`src/rtl/seven_seg_scan_ctrl.sv`:
```
// Scan controller for an N-digit common-anode 7-segment display: one digit lit at a time with a dead-time
// blank between digits; frame writes via ready/valid, committed only at frame boundaries so a scan never tears.
module seven_seg_scan_ctrl #(
  parameter int NUM_DIGITS   = 4,
  parameter int REFRESH_DIV  = 50000,
  parameter int BLANK_CYCLES = 500
) (
  input  logic                    CLK,
  input  logic                    RST,
  input  logic                    wr_valid,
  input  logic [4*NUM_DIGITS-1:0] wr_data,
  input  logic                    lzb_en,
  output logic                    wr_ready,
  output logic                    commit,
  output logic [3:0]              digit_value,
  output logic                    seg_blank,
  output logic [NUM_DIGITS-1:0]   anode_n
);

  localparam int CNT_MAX = (REFRESH_DIV > BLANK_CYCLES) ? REFRESH_DIV : BLANK_CYCLES;
  localparam int CW      = (CNT_MAX > 1) ? $clog2(CNT_MAX) : 1;
  localparam int IW      = $clog2(NUM_DIGITS);
  localparam int DW      = 4 * NUM_DIGITS;

  localparam logic [CW-1:0] SHOW_LAST  = CW'(REFRESH_DIV - 1);
  localparam logic [CW-1:0] BLANK_LAST = CW'(BLANK_CYCLES - 1);
  localparam logic [IW-1:0] IDX_LAST   = IW'(NUM_DIGITS - 1);

  typedef enum logic {BLANK, SHOW} state_t;

  state_t          state, state_nxt;
  logic [CW-1:0]   cnt, cnt_nxt;
  logic [IW-1:0]   idx, idx_nxt;
  logic            boundary;
  logic            do_commit;
  logic [DW-1:0]   active, pending, frame_nxt;
  logic [NUM_DIGITS-1:0] lz_blank;
  logic            zero_run;
  logic            digit_off;
  logic [3:0]      nib_nxt;
  logic [NUM_DIGITS-1:0] anode_nxt;
  logic            seg_nxt;
  logic [3:0]      dv_nxt;

  always_comb begin
    state_nxt = state;
    cnt_nxt   = cnt + CW'(1);
    idx_nxt   = idx;
    boundary  = 1'b0;
    case (state)
      SHOW: begin
        if (cnt == SHOW_LAST) begin
          cnt_nxt   = '0;
          state_nxt = BLANK;
        end
      end
      default: begin
        if (cnt == BLANK_LAST) begin
          cnt_nxt   = '0;
          state_nxt = SHOW;
          if (idx == IDX_LAST) begin
            idx_nxt  = '0;
            boundary = 1'b1;
          end else begin
            idx_nxt = idx + IW'(1);
          end
        end
      end
    endcase
  end

  // A commit is only possible one frame after the previous one, so !wr_ready alone marks a held write.
  assign do_commit = boundary & ~wr_ready & ~commit;
  assign frame_nxt = do_commit ? pending : active;

  // Output decode looks at the frame that will be active after this edge, so the first digit of a
  // freshly committed frame already shows the new value.
  always_comb begin
    zero_run = 1'b1;
    lz_blank = '0;
    for (int k = NUM_DIGITS - 1; k >= 1; k--) begin
      zero_run    = zero_run & (frame_nxt[4*k +: 4] == 4'h0);
      lz_blank[k] = zero_run;
    end
  end

  assign digit_off = lzb_en & lz_blank[idx_nxt];
  assign nib_nxt   = frame_nxt[{idx_nxt, 2'b00} +: 4];

  always_comb begin
    anode_nxt = '1;
    seg_nxt   = 1'b1;
    dv_nxt    = digit_value;
    if (state_nxt == SHOW) begin
      dv_nxt = nib_nxt;
      if (!digit_off) begin
        anode_nxt = ~(NUM_DIGITS'(1) << idx_nxt);
        seg_nxt   = 1'b0;
      end
    end
  end

  always_ff @(posedge CLK or posedge RST) begin
    if (RST) begin
      state       <= BLANK;
      cnt         <= '0;
      idx         <= IDX_LAST;
      anode_n     <= '1;
      seg_blank   <= 1'b1;
      digit_value <= 4'h0;
    end else begin
      state       <= state_nxt;
      cnt         <= cnt_nxt;
      idx         <= idx_nxt;
      anode_n     <= anode_nxt;
      seg_blank   <= seg_nxt;
      digit_value <= dv_nxt;
    end
  end

  // wr_ready reopens the cycle after the commit pulse, so it is low for the whole commit cycle.
  always_ff @(posedge CLK or posedge RST) begin
    if (RST) begin
      wr_ready <= 1'b1;
      commit   <= 1'b0;
      active   <= '0;
      pending  <= '0;
    end else begin
      commit <= do_commit;
      if (commit) begin
        wr_ready <= 1'b1;
      end else if (do_commit) begin
        active <= pending;
      end else if (wr_valid && wr_ready) begin
        pending  <= wr_data;
        wr_ready <= 1'b0;
      end
    end
  end

endmodule

```
`config.mk`:
```
export PLATFORM = sky130hd
export DESIGN_NAME = seven_seg_scan_ctrl
export DESIGN_NICKNAME = d
export VERILOG_FILES = /design/src/rtl/seven_seg_scan_ctrl.sv
export SDC_FILE = /design/constraint.sdc
export NUM_CORES = 1
export LEC_CHECK = 0
export BUFFER_PORTS_ARGS = -buffer_cell sky130_fd_sc_hd__buf_2
export CAP_MARGIN = 0
export CORE_MARGIN = 2
export CORE_UTILIZATION = 25
export CTS_CLUSTER_SIZE = 24
export DETAILED_ROUTE_END_ITERATION = 7
export SETUP_SLACK_MARGIN = 0.2
export SLEW_MARGIN = 0
export SYNTH_ARGS = -nofsm -noshare
export SYNTH_HDL_FRONTEND = slang
export SYNTH_SLANG_ARGS = --single-unit
```
`constraint.sdc`:
```
create_clock -name CLK -period 2.9 [get_ports CLK]
set_input_delay 0.58 -clock CLK [delete_from_list [all_inputs] [get_ports CLK]]
set_output_delay 0.58 -clock CLK [all_outputs]
set_load 0.005 [all_outputs]
```
* After elaboration in Yosys (flattened, before gate mapping)
Cells that the tools add are included.
** Word-level totals
- Register bits :: 62
- Input port bits :: 20
- Output and inout port bits :: 11
- Logic and storage cells :: 57
** Cells by class
- Add/sub/neg operators :: 2
- $lt $le $gt $ge :: 1
- Equality and inequality tests :: 4
- Shift-type cells :: 2
- Mux-type cells :: 22
- Bitwise operators :: 9
- Reductions and logical operators :: 7
** Operator list (number)
- 16-bit two-way mux :: 4
- 16-bit by 1-bit adder with 16-bit output, second input constant :: 1
- 16-bit equality test, second input constant :: 1
- 16-bit by 9-bit equality test with 1-bit output, second input constant :: 1
- 16-bit by 5-bit indexed part select with 4-bit output :: 1
- 4-bit logical NOT :: 3
- 1-bit two-way mux :: 12
- 4-bit two-way mux :: 2
- 2-bit two-way mux :: 3
- 1-bit bitwise AND :: 5
- 4-bit NOT :: 1
- 1-bit by 2-bit left shift with 4-bit output, first input constant :: 1
- 2-bit by 3-bit < comparator with 1-bit output, second input constant :: 1
- 1-bit NOT :: 3
- 3-bit AND reduction :: 1
- 2-bit by 1-bit adder with 2-bit output, second input constant :: 1
- 1-bit binary-select mux with 2-bit select :: 1
- 2-bit equality test, second input constant :: 1
- 2-bit != test, second input constant :: 1
- 2-bit AND reduction :: 1
- 2-bit nonzero test :: 1
- 1-bit logical AND :: 1

* Depth between registers and ports, before layout
- Word-level depth :: 15
- Depth in mapped cells :: 9
- Depth with buffers taken out :: 9

* Worst setup path after synthesis
OpenSTA, ideal clock, no wires.
- Kind :: register -> register
- Start :: reg idx[0]
- End :: reg digit_value[2]
- Library setup time :: 0.126 ns
- Arrival :: 2.286 ns
- Required time :: 2.774 ns
- Path slack :: 0.488 ns
- Stages on the path, launching flop included :: 9
- Path buffers :: 1
- Clock period less this slack :: 2.412 ns
- Cells stage by stage :: dfstp_2 -> ha_1 -> nor3b_2 -> nand2b_1 -> or3_1 -> clkbuf_1 -> o32ai_1 -> a211oi_1 -> a221o_1
** On the way
- Cells in the longest elaborated chain, start to end :: 8
- Elaborated cells on any way between the ends :: 12
- Classes of those cells :: 1 x add/sub; 1 x eq/ne; 1 x shift; 7 x mux; 2 x bitwise
** RTL lines
- start, declared :: line 33 : logic [IW-1:0] idx, idx_nxt;
- start signal, assigned :: line 114 : idx <= idx_nxt;
- 2-bit equality test :: line 61 : if (idx == IDX_LAST) begin
- 1-bit two-way mux :: line 61
- 1-bit two-way mux :: line 58 : if (cnt == BLANK_LAST) begin
- 1-bit two-way mux :: line 50 : case (state)
- 1-bit bitwise AND (2 in a row) :: line 73 : assign do_commit = boundary & ~wr_ready & ~commit;
- 16-bit two-way mux
- 16-bit by 5-bit indexed part select with 4-bit output (*) :: line 88 : assign nib_nxt = frame_nxt[{idx_nxt, 2'b00} +: 4];
- end signal, assigned :: line 117 : digit_value <= dv_nxt;
- end, declared :: line 15 : output logic [3:0] digit_value,
Mark *: on every way between the ends. The rest lies on a longest branch, timed or not.
A chain may end at the register's enable or synchronous reset.

* Worst setup path after layout
- Start :: reg cnt[0]
- End :: reg digit_value[2]
** On the way
- Cells in the longest elaborated chain, start to end :: 7
- Elaborated cells on any way between the ends :: 13
- Classes of those cells :: 2 x eq/ne; 1 x shift; 8 x mux; 2 x bitwise
** RTL lines
- start, declared :: line 32 : logic [CW-1:0] cnt, cnt_nxt;
- start signal, assigned :: line 113 : cnt <= cnt_nxt;
- 16-bit by 9-bit equality test with 1-bit output :: line 58
- 1-bit two-way mux :: line 58
- 1-bit two-way mux :: line 50
- 1-bit bitwise AND (2 in a row) :: line 73
- 16-bit two-way mux
- 16-bit by 5-bit indexed part select with 4-bit output :: line 88
Parallel ways exist; a longest one is shown, timed or not.

==> out/results.tsv <==
stage	metric	value	unit
status	result_of_the_run	finished clean	
critical_path	path_cells	ha_1 > and4b_1 > and4_2 > mux2i_1 > mux4_2 > a221o_1	
grt	grt_start_max_net_pins	35	
clock_network	clockRootBuffer	sky130_fd_sc_hd__clkbuf_16	
clock_network	max-clock-path-buffers	2	
critical_path	worst-setup-path-type	register to register	
floorplan	floorplan.die.width	112	um
pwr	leakagePower	1.78	nW
floorplan	design.die.area	12500	um2
yosys	post_synth_inst_count	272	
yosys	synth_warnings	0	
cells_and_area	post_route_core_utilization	0.316	
cells_and_area	final.fill_count	1140	
floorplan	core_area	11400	um2
pwr	power_density	594	nW/um2
yosys	postSynthRegisterBits	62	
critical_path	family_of_cells_with_the_greatest_summed_delay_on_the_critical_path	multiplexers	
flow_run	cap_violations	0	
cells_and_area	final_cell_mix	sky130_fd_sc_hd__dfrtp_1 (54), sky130_fd_sc_hd__nand2_1 (50), sky130_fd_sc_hd__buf_2 (30)	
clock_network	post_cts.repair.setup_buffers	0	
yosys	synth_area_per_cell	10.7	um2
routing	drt_first_iter_violations	125	
grt	antenna_found_initial	0	
critical_path	worst_setup_path_start_kind	register	
cells_and_area	antenna_cells_inserted	0	
clock_network	cts_hold_repair.buffers	0	
critical_path	depth_of_the_worst_register_to_register_path	6	
yosys	synth_ff_type	sky130_fd_sc_hd__dfrtp_1	
placed_design	portBuffers	30	
clock_network	cts-htree-levels	3	
yosys	synthArstFlopShare	1.00	
timing	slew_headroom	0.497	
yosys	mappedNetlistArea	2900	um2
critical_path	critical_path_peak_fanout	7	
floorplan	fp-row-count	39	
cells_and_area	post_route_cells_drive_above_1_share	0.270	
timing	fin_skew	0.00641	ns
pwr	vdd_ir_drop_max	0.225	mV
yosys	synth_area_leaders	sky130_fd_sc_hd__dfrtp_1 (47%), sky130_fd_sc_hd__dfstp_2 (7.2%), sky130_fd_sc_hd__mux2_2 (6.6%)	
routing	routed_wl	6660	um
placed_design	placedCellCount	442	
critical_path	cpPeakStageDelay	0.55	ns
floorplan	num_io_pins	31	
grt	groute.usage.overall	0.114	
floorplan	die_h	112	um
timing	finalSetupViolations	0	
cells_and_area	layout-area-overhead-vs-synth	24.0	%
placed_design	gp_congestion	0.794	
yosys	synth_sequential_area_ratio	0.538	
timing	report.final.slew_viol_count	0	
yosys	synthDominantAreaCellType	sky130_fd_sc_hd__dfrtp_1	
grt	grt_pass1_wl	11200	um
cells_and_area	final_common_cell	sky130_fd_sc_hd__dfrtp_1	
routing	drtPass1Iterations	4	
routing	post_drt_via_cell_ratio	4.75	
routing	via_count	2174	
cells_and_area	layoutNonFillerInstCount	458	
yosys	synth_edf_count	0	
yosys	synthesis.nets	294	
critical_path	arrival_worst_endpoint	2.79	ns
timing	timing_hold_violations_final	0	
placed_design	dpl.hpwl	4870	um
timing	layout_min_cycle_time	2.58	ns
critical_path	cp_num_cells	6	
timing	tightestPinTransition	0.753	ns
routing	drc_errors	0	
clock_network	clk_latency	0.33	ns
yosys	synth.lib_cells_used.distinct	48	
min_path	worst_hold_path_type	input port to asynchronous set/reset pin	
critical_path	critical_path_required	3.11	ns
critical_path	path_buf_inv	0	
critical_path	crit_path_end_kind	register	
critical_path	cpMaxStageDelayCell	sky130_fd_sc_hd__mux4_2	
grt	grt-ovfl-total	0	
pwr	power.total	2.14	mW
cells_and_area	finalNetCount	332	
routing	wl_per_cell	14.5	um
timing	rsz0062_at_grt	yes	
timing	maxClockFrequency	0.387	GHz
timing	layout_worst_path_cycle_share	0.891	
yosys	synth.top_cell.area_share	0.466	
floorplan	floorplan.initialDensity	0.255	
clock_network	tritoncts	done	
routing	drt.antenna.violating_nets	0	
clock_network	clkSinkCount	62	
clock_network	total_cts_buffers	9	
timing	final.setup.tns	0	ns
grt	number_of_global_route_vias_before_repair	2208	
clock_network	path_clk_slew	0.05	ns
-- cells by family after synthesis --
group | after synthesis | share of synthesized area
xor gates and xnor gates | 14 | 0.0423
DFF | 62 | 0.538
buffers and inverters | 16 | 0.0241
and+or+nand+nor | 127 | 0.218
adders and majority gates | 2 | 0.00862
AOI/OAI and AO/OA | 26 | 0.0707
muxes | 25 | 0.0979
-- metal layers --
metal	up-vias	track usage	part of all wire
met1	1066	0.157	0.48
met4	0	0.0444	0.022
met2	56	0.170	0.45
li1	1040	-	-
met3	12	0.0305	0.051
met5	-	0	0
-- metrics by stage --
stage / worst slack [ns] / hold WS [ns] / area, um2
after floorplan: 0.488 / 0.439 / 2900
after detailed placement: 0.161 / 0.465 / 3230
after global routing: 0.176 / 0.434 / 3600
final: 0.317 / 0.369 / 3600
after global placement: 0.284 / 0.465 / 3230
after CTS: 0.238 / 0.395 / 3580
-- worst paths after layout --
| check | from | endpoint | slack, ns |
|---|---|---|---|
| min | RST | cnt[9] | 0.37 |
| max in group asynchronous | RST | wr_ready | 1.79 |
| max reg2reg | cnt[0] | digit_value[2] | 0.32 |
| min in group CLK | pending[7] | active[7] | 0.48 |
| max | cnt[0] | digit_value[2] | 0.32 |
| min reg2reg | pending[7] | active[7] | 0.48 |
-- state kept, by name, indices dropped and copies added (netlist names) --
name,flops
active,16
idx,2
cnt,16
digit_value,4
seg_blank,1
anode_n,4
pending,16
wr_ready,1
commit,1
state,1
-- cell usage after synthesis, drive strengths merged, types with 3 or more instances --
cell type and count:
a211oi 3, a221o 3, and3 6, buf 3, clkbuf 5, dfrtp 54
dfstp 8, inv 8, mux2 17, mux2i 7, nand2 50, nand2b 3
nand3 12, nor2 28, nor3 4, nor4 4, o21ai 4, or4 6
xnor2 7, xor2 7
-- report_power, final --
part	total (mW)	leakage (nW)	switching, mW	internal (mW)
clock	1.24	0.166	0.372	0.863
sequential	0.867	0.824	0	0.867
combinational	0.0332	0.786	0.0217	0.0115
-- final cells by class --
class,instances,area (um2),area share
tap,143,179,0.0497
multi-input combinational,194,1290,0.359
clock buffer,11,243,0.0675
timing repair buffer,35,188,0.0522
clock inverter,5,106,0.0296
inverter,8,30.0,0.00835
sequential,62,1560,0.434
-- repair_timing --
action                                  4_1_cts  5_1_grt
resized for setup                             1        5
endpoints found under the setup margin        2        6
hold endpoints to repair                      0        0
cloned                                        0        0
No activity file was read; power rests on OpenSTA's default activity.
